`src/rtl/bcd_serial_sub.sv`:
```
// ---------------------------------------------------------------------------
// bcd_serial_sub
// Digit-serial BCD subtractor: diff = a - b - bin over NDIGITS packed BCD
// digits, one digit per clock. Digit i is at bits [4*i+3:4*i], digit 0 is
// least significant. One start/done transaction per operation.
// The result is ten's-complement: when bout=1, diff = 10^NDIGITS + a - b - bin.
//
// Optional feature macro: BCD_SUB_DIGIT_CHECK_EN
//   defined   -> invalid is set (sticky per operation) when any processed
//                operand digit exceeds 9
//   undefined -> invalid is constant 0
//
// Ports:
//   clk       in   clock, rising edge
//   areset_n  in   asynchronous active-low reset
//   start     in   request, sampled in IDLE only
//   a, b      in   4*NDIGITS packed BCD minuend / subtrahend
//   bin       in   borrow-in, sampled with start
//   busy      out  high while digits are being processed
//   done      out  one-cycle pulse, result valid from here on
//   diff      out  4*NDIGITS packed BCD difference
//   bout      out  borrow-out of the most significant digit
//   invalid   out  non-BCD operand digit seen (feature macro only)
// ---------------------------------------------------------------------------
module bcd_serial_sub #(
    parameter int NDIGITS = 100
) (
    input  logic                   clk,
    input  logic                   areset_n,
    input  logic                   start,
    input  logic [4*NDIGITS-1:0]   a,
    input  logic [4*NDIGITS-1:0]   b,
    input  logic                   bin,
    output logic                   busy,
    output logic                   done,
    output logic [4*NDIGITS-1:0]   diff,
    output logic                   bout,
    output logic                   invalid
);

    localparam int W     = 4 * NDIGITS;
    localparam int CNT_W = $clog2(NDIGITS);

    localparam logic [CNT_W-1:0] LAST_DIGIT = CNT_W'(NDIGITS - 1);

    localparam logic [1:0] S_IDLE = 2'd0;
    localparam logic [1:0] S_RUN  = 2'd1;
    localparam logic [1:0] S_DONE = 2'd2;

    logic [1:0]       r_state;
    logic [CNT_W-1:0] r_cnt;
    logic [W-1:0]     r_a;
    logic [W-1:0]     r_b;
    logic             r_borrow;
    logic             r_busy;
    logic             r_done;
    logic [W-1:0]     r_diff;
    logic             r_bout;
    logic [4:0]       w_step;

    // One decimal digit of subtraction: returns {borrow_out, digit}.
    // t spans -16..15, so 6 bits signed are enough; a negative t is
    // corrected by +10 and only the low nibble is kept.
    function automatic logic [4:0] digit_sub(input logic [3:0] x,
                                             input logic [3:0] y,
                                             input logic       bi);
        logic [5:0] t;
        t = {2'b00, x} - {2'b00, y} - {5'b00000, bi};
        if (t[5]) begin
            digit_sub = {1'b1, t[3:0] + 4'd10};
        end else begin
            digit_sub = {1'b0, t[3:0]};
        end
    endfunction

    // Digit currently being processed. Operands shift right each RUN
    // cycle, so the active digit is always the bottom nibble.
    always_comb begin
        w_step = digit_sub(r_a[3:0], r_b[3:0], r_borrow);
    end

    // Control FSM, operand shift registers and result accumulation.
    always_ff @(posedge clk or negedge areset_n) begin
        if (!areset_n) begin
            r_state  <= S_IDLE;
            r_cnt    <= '0;
            r_a      <= '0;
            r_b      <= '0;
            r_borrow <= 1'b0;
            r_busy   <= 1'b0;
            r_done   <= 1'b0;
            r_diff   <= '0;
            r_bout   <= 1'b0;
        end else begin
            case (r_state)
                S_IDLE: begin
                    if (start) begin
                        r_a      <= a;
                        r_b      <= b;
                        r_borrow <= bin;
                        r_cnt    <= '0;
                        r_diff   <= '0;
                        r_bout   <= 1'b0;
                        r_busy   <= 1'b1;
                        r_state  <= S_RUN;
                    end else begin
                        r_state  <= S_IDLE;
                    end
                end
                S_RUN: begin
                    r_a      <= {4'b0000, r_a[W-1:4]};
                    r_b      <= {4'b0000, r_b[W-1:4]};
                    // New digits enter at the top; after NDIGITS shifts
                    // digit 0 has reached the bottom nibble.
                    r_diff   <= {w_step[3:0], r_diff[W-1:4]};
                    r_borrow <= w_step[4];
                    if (r_cnt == LAST_DIGIT) begin
                        r_bout  <= w_step[4];
                        r_busy  <= 1'b0;
                        r_done  <= 1'b1;
                        r_state <= S_DONE;
                    end else begin
                        r_cnt   <= r_cnt + {{(CNT_W-1){1'b0}}, 1'b1};
                    end
                end
                S_DONE: begin
                    r_done  <= 1'b0;
                    r_state <= S_IDLE;
                end
                default: begin
                    r_busy  <= 1'b0;
                    r_done  <= 1'b0;
                    r_state <= S_IDLE;
                end
            endcase
        end
    end

`ifdef BCD_SUB_DIGIT_CHECK_EN
    logic r_invalid;

    // A nibble above 9 is not a BCD digit.
    function automatic logic non_bcd(input logic [3:0] d);
        non_bcd = (d > 4'd9);
    endfunction

    // Sticky invalid flag: cleared on accept, set by any processed bad digit.
    always_ff @(posedge clk or negedge areset_n) begin
        if (!areset_n) begin
            r_invalid <= 1'b0;
        end else begin
            case (r_state)
                S_IDLE: begin
                    if (start) begin
                        r_invalid <= 1'b0;
                    end else begin
                        r_invalid <= r_invalid;
                    end
                end
                S_RUN: begin
                    if (non_bcd(r_a[3:0]) || non_bcd(r_b[3:0])) begin
                        r_invalid <= 1'b1;
                    end else begin
                        r_invalid <= r_invalid;
                    end
                end
                default: begin
                    r_invalid <= r_invalid;
                end
            endcase
        end
    end

    assign invalid = r_invalid;
`else
    assign invalid = 1'b0;
`endif

    assign busy = r_busy;
    assign done = r_done;
    assign diff = r_diff;
    assign bout = r_bout;

endmodule

```
`config.mk`:
```
export PLATFORM = sky130hd
export DESIGN_NAME = bcd_serial_sub
export DESIGN_NICKNAME = d
export VERILOG_FILES = /design/src/rtl/bcd_serial_sub.sv
export SDC_FILE = /design/constraint.sdc
export NUM_CORES = 2
export LEC_CHECK = 0
export BUFFER_PORTS_ARGS = -buffer_cell sky130_fd_sc_hd__clkbuf_2
export CORE_AREA = 2 2 476 478
export DETAILED_ROUTE_END_ITERATION = 10
export DIE_AREA = 0 0 478 480
export PLACE_DENSITY = 0.5
export SYNTH_ARGS = -nofsm -noshare
export SYNTH_HDL_FRONTEND = slang
export SYNTH_SLANG_ARGS = --single-unit
```
`constraint.sdc`:
```
create_clock -name clk -period 4.2 [get_ports clk]
set_input_delay 0.21 -clock clk [delete_from_list [all_inputs] [get_ports clk]]
set_output_delay 0.21 -clock clk [all_outputs]
set_load 0.01 [all_outputs]
```
Word-level counts from Yosys, hierarchy flattened
Index checks and enable logic that the tools add are counted.
Widths: inputs -> output; s select.
{"block": "word_totals", "out_inout_bits": 404, "reg_bits": 1213, "in_bits": 804}
{"block": "classes", "n_mux": 23, "reduce_logical": 7, "n_eq_ne": 6, "n_bitwise": 2, "addsub": 4}
{"op": "$pmux 400 s2", "count": 3}
{"op": "$mux 400", "count": 3}
{"op": "$mux 7", "count": 2}
{"op": "$pmux 7 s2", "count": 1}
{"op": "$reduce_and 3->1", "count": 3}
{"op": "$add 7x1->7 const B", "count": 1}
{"op": "$eq 7x7->1 const B", "count": 1}
{"op": "$mux 1", "count": 7}
{"op": "$ne 2x2->1 const B", "count": 3}
{"op": "$pmux 1 s2", "count": 3}
{"op": "$sub 5x2->6", "count": 1}
{"op": "$mux 5", "count": 1}
{"op": "$sub 4x4->5", "count": 1}
{"op": "$add 4x4->4 const B", "count": 1}
{"op": "$pmux 2 s2", "count": 1}
{"op": "$reduce_and 2->1", "count": 2}
{"op": "$pmux 1 s3", "count": 1}
{"op": "$eq 2x1->1 const B", "count": 1}
{"op": "$eq 2x2->1 const B", "count": 1}
{"op": "$logic_not 2->1", "count": 1}
{"op": "$mux 2", "count": 1}
{"op": "$not 1->1", "count": 2}
{"op": "$reduce_bool 2->1", "count": 1}

Logic depth before layout (Yosys ltp)
{"block": "logic_depth", "depth_word": 6, "depth_mapped": 11}

Worst setup path before layout
OpenSTA, ideal clock, no wires.
{"block": "synth_path", "path_kind": "flip-flop to flip-flop", "start": "register r_a[0]", "end": "register r_diff[399], in the netlist diff[399]", "arrival_ps": 2296, "synth_period_minus_slack_ps": 2417, "setup_slack_ps": 1783, "setup_ps": 122, "stages_incl_launch_ff": 10, "path_cell_list": "dfrtp_1 -> inv_1 -> ha_1 -> inv_1 -> fa_1 -> xor2_2 -> or3_2 -> and3_4 -> a211o_1 -> a32o_1"}
{"block": "synth_between", "elab_chain_len": 5}
{"element": "start: declaration", "line_no": "52", "rtl": "logic [W-1:0] r_a;"}
{"element": "start signal: assignment", "line_no": "111", "rtl": "r_a <= {4'b0000, r_a[W-1:4]};"}
{"element": "$sub 4x4->5 (*)", "line_no": "68", "rtl": "t = {2'b00, x} - {2'b00, y} - {5'b00000, bi};"}
{"element": "$sub 5x2->6 (*)", "line_no": "68"}
{"element": "$add 4x4->4", "line_no": "70", "rtl": "digit_sub = {1'b1, t[3:0] + 4'd10};"}
{"element": "$mux 5 (*)", "line_no": "69", "rtl": "if (t[5]) begin"}
{"element": "$pmux 400 s2 (*)", "line_no": "95", "rtl": "case (r_state)"}
{"element": "end signal: assignment", "line_no": "115", "rtl": "r_diff <= {w_step[3:0], r_diff[W-1:4]};"}
{"element": "end: declaration", "line_no": "57", "rtl": "logic [W-1:0] r_diff;"}
Mark *: on every way between the ends. The rest lies on a longest branch, timed or not.
A chain may end at the register's enable or synchronous reset.

Worst setup path in the final report
Same ends and word-level chain as after synthesis.

==> results.cfg <==
[timing]
timing.fmax_ghz = 0.3781
finalSetupViolCount = 0
maxSlewViolCount = 0
finalHoldViolCount = 0
setup_tns_ps = 0
relSlewSlack_pct = 33.22
rsz0062_at_grt = false
period_minus_slack_ps = 2644
clock_skew_ps = 27.00
period_share_pct = 62.96
worst_slew_pin_slew_ps = 1002
fin_ws_ps = 1556

[logic_synthesis]
syn-num-nets = 6138
synth_area_um2 = 50210
seq_area_frac_synth_pct = 60.45
synthCells = 5325
synth_warnings = 0
synth.distinct_cells = 42
avgSynthCellArea_um2 = 9.429
yosys_register_bits = 1213

[route]
ant_nets = 0
vias = 46993
dr.pass1.iters = 7
wl_per_cell_um = 18.94
routed_via_density = 4.566
routed_wl_um = 194900
drtIter0Drc = 3435
drc = 0

[place]
dpl.hpwl_um = 136700
globalplace.congestion = 0.8644
pre_cts_ws_ps = 1627
io_buffers = 1206
dpl-instance-area_um2 = 59540

[power_and_ir_drop]
seqPwrFrac_pct = 42.7
power.internal_w = 0.02993
ir_drop_uv = 358.2
p_leak_nw = 34.95
power_density_nw_per_um2 = 644.9
power_switching_w = 0.01682
switching_share_pct = 35.98
combPwrFrac_pct = 30.1
p_clk_share_pct = 27.2

[hold_path]
worstHoldPathType = primary input to asynchronous set/reset pin

[critical_path]
arrival_ps = 3290
endpoint_kind = flip-flop
crit_chain = inv_1, ha_1, inv_1, fa_1, nand2b_1, a2111oi_0, a211o_4, o211ai_1, a32o_1
crit_path_max_fanout = 6
crit_top_cell = inv_1
cp-start-kind = flip-flop
cpMaxStageDelayCell = a2111oi_0
worst-path-buf-inv = 2
required_ps = 4850
path_delay_family = compound AO/OA/AOI/OAI gates
worstSetupPathType = flip-flop to flip-flop
max_stage_delay_ps = 620

[clocking]
post_cts_buffers = 0
clk_pin_slew_ps = 60
insertion_delay_ps = 790
clock_path_buffers = 3
cts_tree = built
htreeDepth = 4
clockRootBuffer = clkbuf_16
clock-sinks = 1213
cts_made_buffers = 147

[cells_and_area]
layout-drive-gt1-share_pct = 21.37
area_growth_pct = 44.37
finish.utilization_pct = 32.36
fin_nets = 7959
n_fill_cell = 23139
final_cell_area_um2 = 72490

[floorplan]
io_pins = 1208
die_y_um = 480
initial_core_util_pct = 22.41
num_rows = 174
fp.dieW_um = 478
core_area_um2 = 224000
dieArea_um2 = 229400

[global_route]
antenna_found_initial = 48
grt_use_met1_pct = 19.86
grt_remaining_overflow = 0
grt_pass1_vias = 47311
grt_pass1_wl_um = 294200
met3_usage_pct = 3.622
grt_usage_pct = 16.44
grt_max_degree = 203
grtUsageMet2_pct = 28.18
grt-busiest-layer = met2

[run_status]
status = completed

[run]
cap_violations = 0
[cell usage after synthesis]
master | instances | share of area, %
a2111oi_0 | 1 | 0.017
a211o_1 | 1 | 0.017
a211o_4 | 1 | 0.035
a21o_2 | 1 | 0.017
a21oi_1 | 5 | 0.050
a221o_2 | 1 | 0.022
a22o_1 | 404 | 7.0
a31oi_1 | 792 | 9.9
a32o_1 | 1 | 0.020
and2_1 | 2 | 0.025
and2b_1 | 1 | 0.015
and3_1 | 1 | 0.012
and3_4 | 1 | 0.022
buf_1 | 38 | 0.28
buf_2 | 111 | 1.1
buf_4 | 1 | 0.015
clkbuf_1 | 296 | 2.2
conb_1 | 1 | 0.0075
dfrtp_1 | 1213 | 60
fa_1 | 1 | 0.040
ha_1 | 8 | 0.20
inv_1 | 10 | 0.075
mux2i_1 | 1 | 0.020
nand2_1 | 1594 | 12
nand2b_1 | 3 | 0.037
nand3_1 | 5 | 0.050
nand3b_1 | 3 | 0.045
nand4_1 | 1 | 0.012
nor2_1 | 800 | 6.0
nor2_2 | 1 | 0.012
nor2b_1 | 3 | 0.037
nor3_1 | 1 | 0.010
nor4bb_1 | 1 | 0.020
o211ai_1 | 2 | 0.030
o21ai_0 | 8 | 0.080
o22ai_1 | 1 | 0.012
or2_1 | 1 | 0.012
or3_1 | 1 | 0.012
or3_2 | 1 | 0.015
xnor2_1 | 1 | 0.017
xor2_1 | 5 | 0.087
xor2_2 | 1 | 0.032
[placed cells by master (no fill, tap or decap), types with 8 or more instances in the layout]
master	Yosys	layout
clkbuf_1	296	29
nand2_1	1594	1594
diode_2	0	49
a22o_1	404	404
inv_1	10	10
buf_4	1	67
o21ai_0	8	8
clkbuf_8	0	27
clkbuf_2	0	1205
ha_1	8	8
a31oi_1	792	792
buf_12	0	42
nor2_1	800	800
dlygate4sd3_1	0	804
clkbuf_16	0	147
dfrtp_1	1213	1213
clkinv_2	0	24
[final timing paths]
check | start | end | slack [ps] | depth (start not counted)
setup / recovery | r_a[0] | diff[399] | 1560 | 9
hold / removal | areset_n | diff[76] | 50 | 2
setup reg to reg | r_a[0] | diff[399] | 1560 | 9
hold reg to reg | diff[0] | diff[0] | 500 | 1
max in group asynchronous | areset_n | diff[300] | 2820 | 3
min in group clk | a[298] | r_a[298] | 210 | 4
[flip-flops by register name, summed over array words and instances (netlist names)]
| signal | cells |
|---|---|
| r_a | 400 |
| r_cnt | 7 |
| r_state | 2 |
| r_borrow | 1 |
| busy | 1 |
| bout | 1 |
| r_b | 400 |
| done | 1 |
| diff | 400 |
[power groups by stage]
stage	clock network, W	registers, W	logic (W)
after floorplan	0	0.0192	0.00893
after global placement	0	0.0201	0.0133
after detailed placement	0	0.0202	0.0136
after CTS	0.0131	0.0201	0.0143
after global routing	0.0136	0.0206	0.0159
final	0.0127	0.0199	0.0141
[cell families after synthesis]
family                   share of synthesized area [%]
AO/OA/AOI/OAI                                    17.22
other                                         0.007468
buffers and inverters                            3.693
adder cells (fa/ha/maj)                         0.2392
AND/OR/NAND/NOR                                  18.24
multiplexers                                   0.01994
flip-flops                                       60.45
XOR/XNOR                                        0.1371
[layer usage]
metal | wire length (um) | vias up
li1 | - | 21941
met1 | 79220 | 23043
met2 | 96040 | 1632
met3 | 11750 | 365
met4 | 7824 | 12
met5 | 81 | -
[through the flow]
step                std cells  hold WS (ps)  total power [W]
floorplan                5325        -85.59          0.02816
global placement         9185         296.8          0.03341
detailed placement       9185         302.6          0.03384
CTS                     10244         23.38          0.04744
global route            10283         73.79          0.05012
finish                  10293         45.51          0.04675
[cell type report]
cell class | instances | area (um2) | share of cell area [%]
Sequential cell | 1213 | 30350 | 41.87
Multi-Input combinational cell | 3656 | 18030 | 24.87
Timing Repair Buffer | 2118 | 15420 | 21.28
Clock buffer | 203 | 4159 | 5.737
Tap cell | 2992 | 3744 | 5.164
Clock inverter | 52 | 624.3 | 0.8613
Antenna cell | 49 | 122.6 | 0.1692
Inverter | 10 | 37.54 | 0.05178
[repair_timing]
item / 4_1_cts / 5_1_grt
hold buffers: 804 / 0
hold endpoints to repair: 916 / 0
gates resized for setup: 0 / 0
Note: power is estimated with default switching activity, not from simulation.
